### config.mk
export PLATFORM = sky130hd
export DESIGN_NAME = chess_clock_core_flat
export DESIGN_NICKNAME = d
export VERILOG_FILES = /design/src/rtl/chess_clock_pkg.sv /design/src/rtl/chess_clock_core_if.sv /design/src/rtl/chess_clock_core_bcd_mmss_down.sv /design/src/rtl/chess_clock_core.sv /design/src/flat_wrapper.sv
export SDC_FILE = /design/constraint.sdc
export NUM_CORES = 1
export LEC_CHECK = 0
export BUFFER_PORTS_ARGS = -buffer_cell sky130_fd_sc_hd__buf_2
export CORE_MARGIN = 5
export CORE_UTILIZATION = 64
export CTS_CLUSTER_SIZE = 30
export DETAILED_ROUTE_END_ITERATION = 10
export GPL_ROUTABILITY_DRIVEN = 0
export PLACE_DENSITY = 0.9
export SLEW_MARGIN = 25
export SYNTH_ARGS = -nofsm -noshare
export SYNTH_HDL_FRONTEND = slang
export SYNTH_SLANG_ARGS = --single-unit
export TNS_END_PERCENT = 10
### constraint.sdc
create_clock -name clk -period 6.02 [get_ports clk]
set_clock_uncertainty 0.2 [all_clocks]
set_input_delay 1.806 -clock clk [delete_from_list [all_inputs] [get_ports clk]]
set_output_delay 1.806 -clock clk [all_outputs]
set_load 0.01 [all_outputs]
### src/rtl/chess_clock_pkg.sv
// Shared types and constants for the two-player chess clock core.
// The BCD conversion helper is evaluated at elaboration time only.
package chess_clock_pkg;

  typedef enum logic [2:0] {
    IDLE,
    RUN_A,
    RUN_B,
    PAUSED,
    FLAG
  } state_t;

  localparam int DIGIT_W = 4;
  localparam logic [DIGIT_W-1:0] SEC_TENS_MAX = 4'd5;
  localparam logic [DIGIT_W-1:0] DIGIT_MAX    = 4'd9;

  typedef struct packed {
    logic [DIGIT_W-1:0] min_tens;
    logic [DIGIT_W-1:0] min_ones;
    logic [DIGIT_W-1:0] sec_tens;
    logic [DIGIT_W-1:0] sec_ones;
  } mmss_t;

  function automatic mmss_t to_bcd_mmss(input int minutes, input int seconds);
    mmss_t r;
    r.min_tens = DIGIT_W'(minutes / 10);
    r.min_ones = DIGIT_W'(minutes % 10);
    r.sec_tens = DIGIT_W'(seconds / 10);
    r.sec_ones = DIGIT_W'(seconds % 10);
    return r;
  endfunction

endpackage

### src/rtl/chess_clock_core_if.sv
// Control pulses into the chess clock and the display/status bundle out of it.
interface chess_clock_core_if;
  import chess_clock_pkg::*;

  logic               start;
  logic               switch_turn;
  logic               pause;
  logic [DIGIT_W-1:0] min_tens;
  logic [DIGIT_W-1:0] min_ones;
  logic [DIGIT_W-1:0] sec_tens;
  logic [DIGIT_W-1:0] sec_ones;
  logic               active_b;
  logic               running;
  logic               flag_a;
  logic               flag_b;

  modport master (
    output start, switch_turn, pause,
    input  min_tens, min_ones, sec_tens, sec_ones,
    input  active_b, running, flag_a, flag_b
  );

  modport slave (
    input  start, switch_turn, pause,
    output min_tens, min_ones, sec_tens, sec_ones,
    output active_b, running, flag_a, flag_b
  );

endinterface

### src/rtl/chess_clock_core_bcd_mmss_down.sv
// One player's MM:SS BCD down-counter; loads on clr, saturates at 00:00.
module bcd_mmss_down
  import chess_clock_pkg::*;
(
  input  logic               clk,
  input  logic               clr,
  input  mmss_t              load_val,
  input  logic               dec,
  output logic [DIGIT_W-1:0] min_tens,
  output logic [DIGIT_W-1:0] min_ones,
  output logic [DIGIT_W-1:0] sec_tens,
  output logic [DIGIT_W-1:0] sec_ones,
  output logic               is_zero
);

  mmss_t t;
  mmss_t t_dec;

  assign is_zero = (t == '0);

  // Borrow ripples right-to-left; the caller never decrements past 00:00.
  always_comb begin
    t_dec = t;
    if (t.sec_ones != '0) begin
      t_dec.sec_ones = t.sec_ones - 4'd1;
    end else begin
      t_dec.sec_ones = DIGIT_MAX;
      if (t.sec_tens != '0) begin
        t_dec.sec_tens = t.sec_tens - 4'd1;
      end else begin
        t_dec.sec_tens = SEC_TENS_MAX;
        if (t.min_ones != '0) begin
          t_dec.min_ones = t.min_ones - 4'd1;
        end else begin
          t_dec.min_ones = DIGIT_MAX;
          t_dec.min_tens = t.min_tens - 4'd1;
        end
      end
    end
  end

  always_ff @(posedge clk) begin
    if (clr) begin
      t <= load_val;
    end else if (dec && !is_zero) begin
      t <= t_dec;
    end
  end

  assign min_tens = t.min_tens;
  assign min_ones = t.min_ones;
  assign sec_tens = t.sec_tens;
  assign sec_ones = t.sec_ones;

endmodule

### src/rtl/chess_clock_core.sv
// Two-player chess clock: turn FSM, 1 s prescaler, per-player BCD timers
// and the display mux feeding the seven-segment multiplexer.
module chess_clock_core
  import chess_clock_pkg::*;
#(
  parameter int TICK_DIV = 100000000,
  parameter int INIT_MIN = 5,
  parameter int INIT_SEC = 0
) (
  input logic clk,
  input logic clr,
  chess_clock_core_if.slave bus
);

  if (TICK_DIV < 2) begin : g_bad_div
    $error("chess_clock_core: TICK_DIV must be at least 2");
  end
  if (INIT_MIN < 0 || INIT_MIN > 99 || INIT_SEC < 0 || INIT_SEC > 59) begin : g_bad_range
    $error("chess_clock_core: INIT_MIN/INIT_SEC out of range");
  end
  if (INIT_MIN == 0 && INIT_SEC == 0) begin : g_bad_init
    $error("chess_clock_core: starting time of 00:00 is not allowed");
  end

  localparam mmss_t INIT_VAL = to_bcd_mmss(INIT_MIN, INIT_SEC);
  localparam int PW = $clog2(TICK_DIV);
  localparam logic [PW-1:0] LAST_COUNT = PW'(TICK_DIV - 1);

  state_t        state, state_n;
  logic [PW-1:0] prescaler, prescaler_n;
  logic          active_b, active_b_n;
  logic          flag_a, flag_a_n;
  logic          flag_b, flag_b_n;
  logic          run_state;
  logic          tick;
  logic          dec_a, dec_b;

  logic [DIGIT_W-1:0] a_mt, a_mo, a_st, a_so;
  logic [DIGIT_W-1:0] b_mt, b_mo, b_st, b_so;
  logic               a_zero, b_zero;
  logic               a_one, b_one;

  assign run_state = (state == RUN_A) || (state == RUN_B);
  assign tick      = run_state && (prescaler == LAST_COUNT);
  assign dec_a     = tick && (state == RUN_A);
  assign dec_b     = tick && (state == RUN_B);
  assign a_one     = (a_mt == '0) && (a_mo == '0) && (a_st == '0) && (a_so == 4'd1);
  assign b_one     = (b_mt == '0) && (b_mo == '0) && (b_st == '0) && (b_so == 4'd1);

  bcd_mmss_down u_timer_a (
    .clk      (clk),
    .clr      (clr),
    .load_val (INIT_VAL),
    .dec      (dec_a),
    .min_tens (a_mt),
    .min_ones (a_mo),
    .sec_tens (a_st),
    .sec_ones (a_so),
    .is_zero  (a_zero)
  );

  bcd_mmss_down u_timer_b (
    .clk      (clk),
    .clr      (clr),
    .load_val (INIT_VAL),
    .dec      (dec_b),
    .min_tens (b_mt),
    .min_ones (b_mo),
    .sec_tens (b_st),
    .sec_ones (b_so),
    .is_zero  (b_zero)
  );

  always_ff @(posedge clk) begin
    if (clr) begin
      state     <= IDLE;
      prescaler <= '0;
      active_b  <= 1'b0;
      flag_a    <= 1'b0;
      flag_b    <= 1'b0;
    end else begin
      state     <= state_n;
      prescaler <= prescaler_n;
      active_b  <= active_b_n;
      flag_a    <= flag_a_n;
      flag_b    <= flag_b_n;
    end
  end

  // Timeout outranks pause, and pause outranks a turn switch.
  always_comb begin
    state_n     = state;
    prescaler_n = prescaler;
    active_b_n  = active_b;
    flag_a_n    = flag_a;
    flag_b_n    = flag_b;

    if (run_state) begin
      prescaler_n = tick ? '0 : prescaler + PW'(1);
    end

    unique case (state)
      IDLE: begin
        if (bus.start) begin
          state_n    = RUN_A;
          active_b_n = 1'b0;
        end
      end
      RUN_A: begin
        if (a_zero || (tick && a_one)) begin
          state_n  = FLAG;
          flag_a_n = 1'b1;
        end else if (bus.pause) begin
          state_n = PAUSED;
        end else if (bus.switch_turn) begin
          state_n     = RUN_B;
          active_b_n  = 1'b1;
          prescaler_n = '0;
        end
      end
      RUN_B: begin
        if (b_zero || (tick && b_one)) begin
          state_n  = FLAG;
          flag_b_n = 1'b1;
        end else if (bus.pause) begin
          state_n = PAUSED;
        end else if (bus.switch_turn) begin
          state_n     = RUN_A;
          active_b_n  = 1'b0;
          prescaler_n = '0;
        end
      end
      PAUSED: begin
        if (bus.pause) begin
          state_n = active_b ? RUN_B : RUN_A;
        end
      end
      FLAG: begin
        state_n = FLAG;
      end
      default: begin
        state_n = IDLE;
      end
    endcase
  end

  assign bus.min_tens = active_b ? b_mt : a_mt;
  assign bus.min_ones = active_b ? b_mo : a_mo;
  assign bus.sec_tens = active_b ? b_st : a_st;
  assign bus.sec_ones = active_b ? b_so : a_so;
  assign bus.active_b = active_b;
  assign bus.running  = run_state;
  assign bus.flag_a   = flag_a;
  assign bus.flag_b   = flag_b;

endmodule

### src/flat_wrapper.sv
// flat-port wrapper written by rule: the top's interface ports become plain ports
module chess_clock_core_flat import chess_clock_pkg::*;
#(
  parameter int TICK_DIV = 100000000,
  parameter int INIT_MIN = 5,
  parameter int INIT_SEC = 0
)
  (clk, clr, bus_start, bus_switch_turn, bus_pause, bus_min_tens, bus_min_ones, bus_sec_tens, bus_sec_ones, bus_active_b, bus_running, bus_flag_a, bus_flag_b);
  chess_clock_core_if bus_i ();
  input logic clk;
  input logic clr;
  input wire logic [$bits(bus_i.start)-1:0] bus_start;
  input wire logic [$bits(bus_i.switch_turn)-1:0] bus_switch_turn;
  input wire logic [$bits(bus_i.pause)-1:0] bus_pause;
  output wire logic [$bits(bus_i.min_tens)-1:0] bus_min_tens;
  output wire logic [$bits(bus_i.min_ones)-1:0] bus_min_ones;
  output wire logic [$bits(bus_i.sec_tens)-1:0] bus_sec_tens;
  output wire logic [$bits(bus_i.sec_ones)-1:0] bus_sec_ones;
  output wire logic [$bits(bus_i.active_b)-1:0] bus_active_b;
  output wire logic [$bits(bus_i.running)-1:0] bus_running;
  output wire logic [$bits(bus_i.flag_a)-1:0] bus_flag_a;
  output wire logic [$bits(bus_i.flag_b)-1:0] bus_flag_b;
  assign bus_i.start = bus_start;
  assign bus_i.switch_turn = bus_switch_turn;
  assign bus_i.pause = bus_pause;
  assign bus_min_tens = bus_i.min_tens;
  assign bus_min_ones = bus_i.min_ones;
  assign bus_sec_tens = bus_i.sec_tens;
  assign bus_sec_ones = bus_i.sec_ones;
  assign bus_active_b = bus_i.active_b;
  assign bus_running = bus_i.running;
  assign bus_flag_a = bus_i.flag_a;
  assign bus_flag_b = bus_i.flag_b;
  chess_clock_core #(.TICK_DIV(TICK_DIV), .INIT_MIN(INIT_MIN), .INIT_SEC(INIT_SEC)) u_core (.clk(clk), .clr(clr), .bus(bus_i));
endmodule
==> impl_metrics.tcl <==
set metrics [dict create \
    io_pins 25 \
    grt_pass1_vias 2873 \
    synth_nets 414 \
    cts_resized 0 \
    yosysSeqAreaShare_pct 38.22 \
    slew_violations 0 \
    rsz0062_at_grt "no" \
    synth_area_leaders "dfxtp_1, nor2_1, xor2_1, mux2_2, xnor2_1" \
    grt_max_degree 36 \
    power_mw 1.046 \
    crit_required_ps 4010 \
    core_area_mm2 0.005140 \
    cts_setup_buffers 0 \
    hold_path_class "reg2reg" \
    synth_top_area_share_pct 38.22 \
    cts_hold_buf 0 \
    wl_per_cell_um 15.23 \
    diodes 0 \
    track_usage_pct 23.25 \
    ir_worst_vdd_v 0.0002638 \
    clock_latency_ps 350 \
    viasPerCell 6.052 \
    relSlewSlack_pct 35.27 \
    path_clk_slew_ps 70 \
    routed_wl_mm 7.614 \
    vias 3026 \
    grt_antenna_before_repair 0 \
    fin_nets 435 \
    cp-start-kind "register" \
    clock_sinks 65 \
    worstPathArrival_ps 1900 \
    power_leakage_nw 1.429 \
    port_buffers 24 \
    p_per_area_mw_per_mm2 277.2 \
    max_freq_mhz 255.7 \
    tightest_slew_ps 969.6 \
    floorplan.die.width_um 82.94 \
    finalSetupViolCount 0 \
    synth_cell_types 58 \
    drtPass1Iterations 5 \
    pre_cts_ws_ps 2216 \
    drt_iter0_drc 191 \
    drc 0 \
    die_h_um 82.94 \
    ant_nets 0 \
    hpwl_mm 5.344 \
    status "finished clean" \
    cts_tree "done" \
    grt_overflow 0 \
    cts_made_buffers 9 \
    rows 26 \
    grt_first_pass_wirelength_mm 13.36 \
    finalCriticalPeriod_ps 3910 \
    cts-htree-levels 3 \
    initial_core_util_pct 66.24 \
    maxCapViolCount 0 \
    timing.final.crit_share_pct 64.95 \
    hold_viol_final 0 \
    synth_async_sr_flop_share_pct 0 \
    nFillCells 398 \
    syn_avg_cell_area_um2 8.427 \
    layout_setup_ws_ps 2110 \
    syn_area_mm2 0.003405 \
    cts_root_buf "clkbuf_8" \
    synth-edff-count 0 \
    die_area_mm2 0.006878 \
    final_cell_mix "nor2_1, dfxtp_1, nand2_1, buf_2, xor2_1" \
    yosys_register_bits 65 \
    ys.flop_type "dfxtp_1" \
    critPathCaptureType "output port" \
    syn-instance-count 404 \
    hold_path_depth 1 \
    rr_worst_depth 7 \
    drive_gt1_share_pct 15.81 \
    clk_path_buf_depth 2 \
    syn2layout_area_growth_pct 10.84 \
    yosys.area.top_type "dfxtp_1" \
    tns_ps 0 \
    synth_warnings 0 \
    path_class "reg2out" \
    crit_fanout 22 \
]
==> worst paths after layout <==
kind                                 from                           end  slack, ps
max                   u_core.bus.active_b               bus_sec_ones[0]       2110
min          u_core.u_timer_b.sec_tens[3]  u_core.u_timer_b.sec_tens[3]        290
max reg2reg               u_core.state[0]          u_core.prescaler[16]       2480
min reg2reg  u_core.u_timer_b.sec_tens[3]  u_core.u_timer_b.sec_tens[3]        290
==> worst max-delay path, stage by stage, from the launching register on <==
cell and delay, ps:
dfxtp_1 960, mux2_2 440, buf_2 140
==> synth_stat cells (all sizes together) (5+ instances only) <==
cell / count
nor4b: 6
xor2: 23
o31ai: 5
ha: 5
inv: 15
nand2: 32
and3: 8
or4: 5
nor2: 65
nand4: 11
nor4: 5
a21oi: 20
nand3: 15
or3: 7
mux2: 14
xnor2: 14
clkbuf: 12
o21ai: 12
and4: 5
nor3: 13
dfxtp: 65
==> where the power goes <==
| group | switching [mW] | internal [mW] |
|---|---|---|
| registers | 0.0331 | 0.441 |
| logic | 0.106 | 0.0703 |
| clock network | 0.171 | 0.224 |
| total | 0.310 | 0.736 |
==> metrics by stage <==
step	util (%)	instances	hold WS, ps	area, um^2
after floorplan	-	404	245.5	3405
after global placement	69.23	484	257.6	3558
after detailed placement	69.23	484	275.9	3558
after CTS	73.42	500	284.7	3774
after global routing	73.42	500	317.9	3774
final	73.42	500	289.8	3774
==> per-layer routing <==
| layer | vias up | share of wire, % | global-route usage, % | routed length, um |
|---|---|---|---|---|
| met5 | - | 0 | 0 | 0 |
| met1 | 1454 | 44 | 28.79 | 3350 |
| met4 | 0 | 1.9 | 8.767 | 143 |
| li1 | 1482 | - | - | - |
| met2 | 74 | 49 | 37.76 | 3752 |
| met3 | 16 | 4.8 | 7.327 | 367 |
==> cell families (layout without fill, tap and decap cells) <==
group	Yosys count	after routing	synth area share [%]
flops	65	65	38.22
compound gates	58	58	10.92
fa+ha+maj	5	5	1.838
buf+inv	29	55	3.234
xor+xnor	37	37	9.739
mux	16	16	5.219
simple gates	194	194	30.83
==> flip-flops by register name, indices dropped and copies added (netlist names) <==
name                       count
u_core.u_timer_b.sec_ones      4
u_core.bus.active_b            1
u_core.u_timer_a.min_tens      4
u_core.u_timer_a.sec_ones      4
u_core.u_timer_b.min_ones      4
u_core.state                   3
u_core.u_timer_b.sec_tens      4
u_core.prescaler              27
u_core.bus.flag_b              1
u_core.bus.flag_a              1
u_core.u_timer_a.sec_tens      4
u_core.u_timer_a.min_ones      4
u_core.u_timer_b.min_tens      4
==> final cells by class <==
type | instances | area, um^2 | share of cell area [%]
inverters | 15 | 56.30 | 1.492
multi-input cells | 310 | 1993 | 52.82
clock buffers | 12 | 165.2 | 4.377
clock inverters | 4 | 50.05 | 1.326
well taps | 70 | 87.58 | 2.321
repair buffers | 24 | 120.1 | 3.183
flip-flops and latches | 65 | 1301 | 34.48
Note: power is estimated with default switching activity, not from simulation.
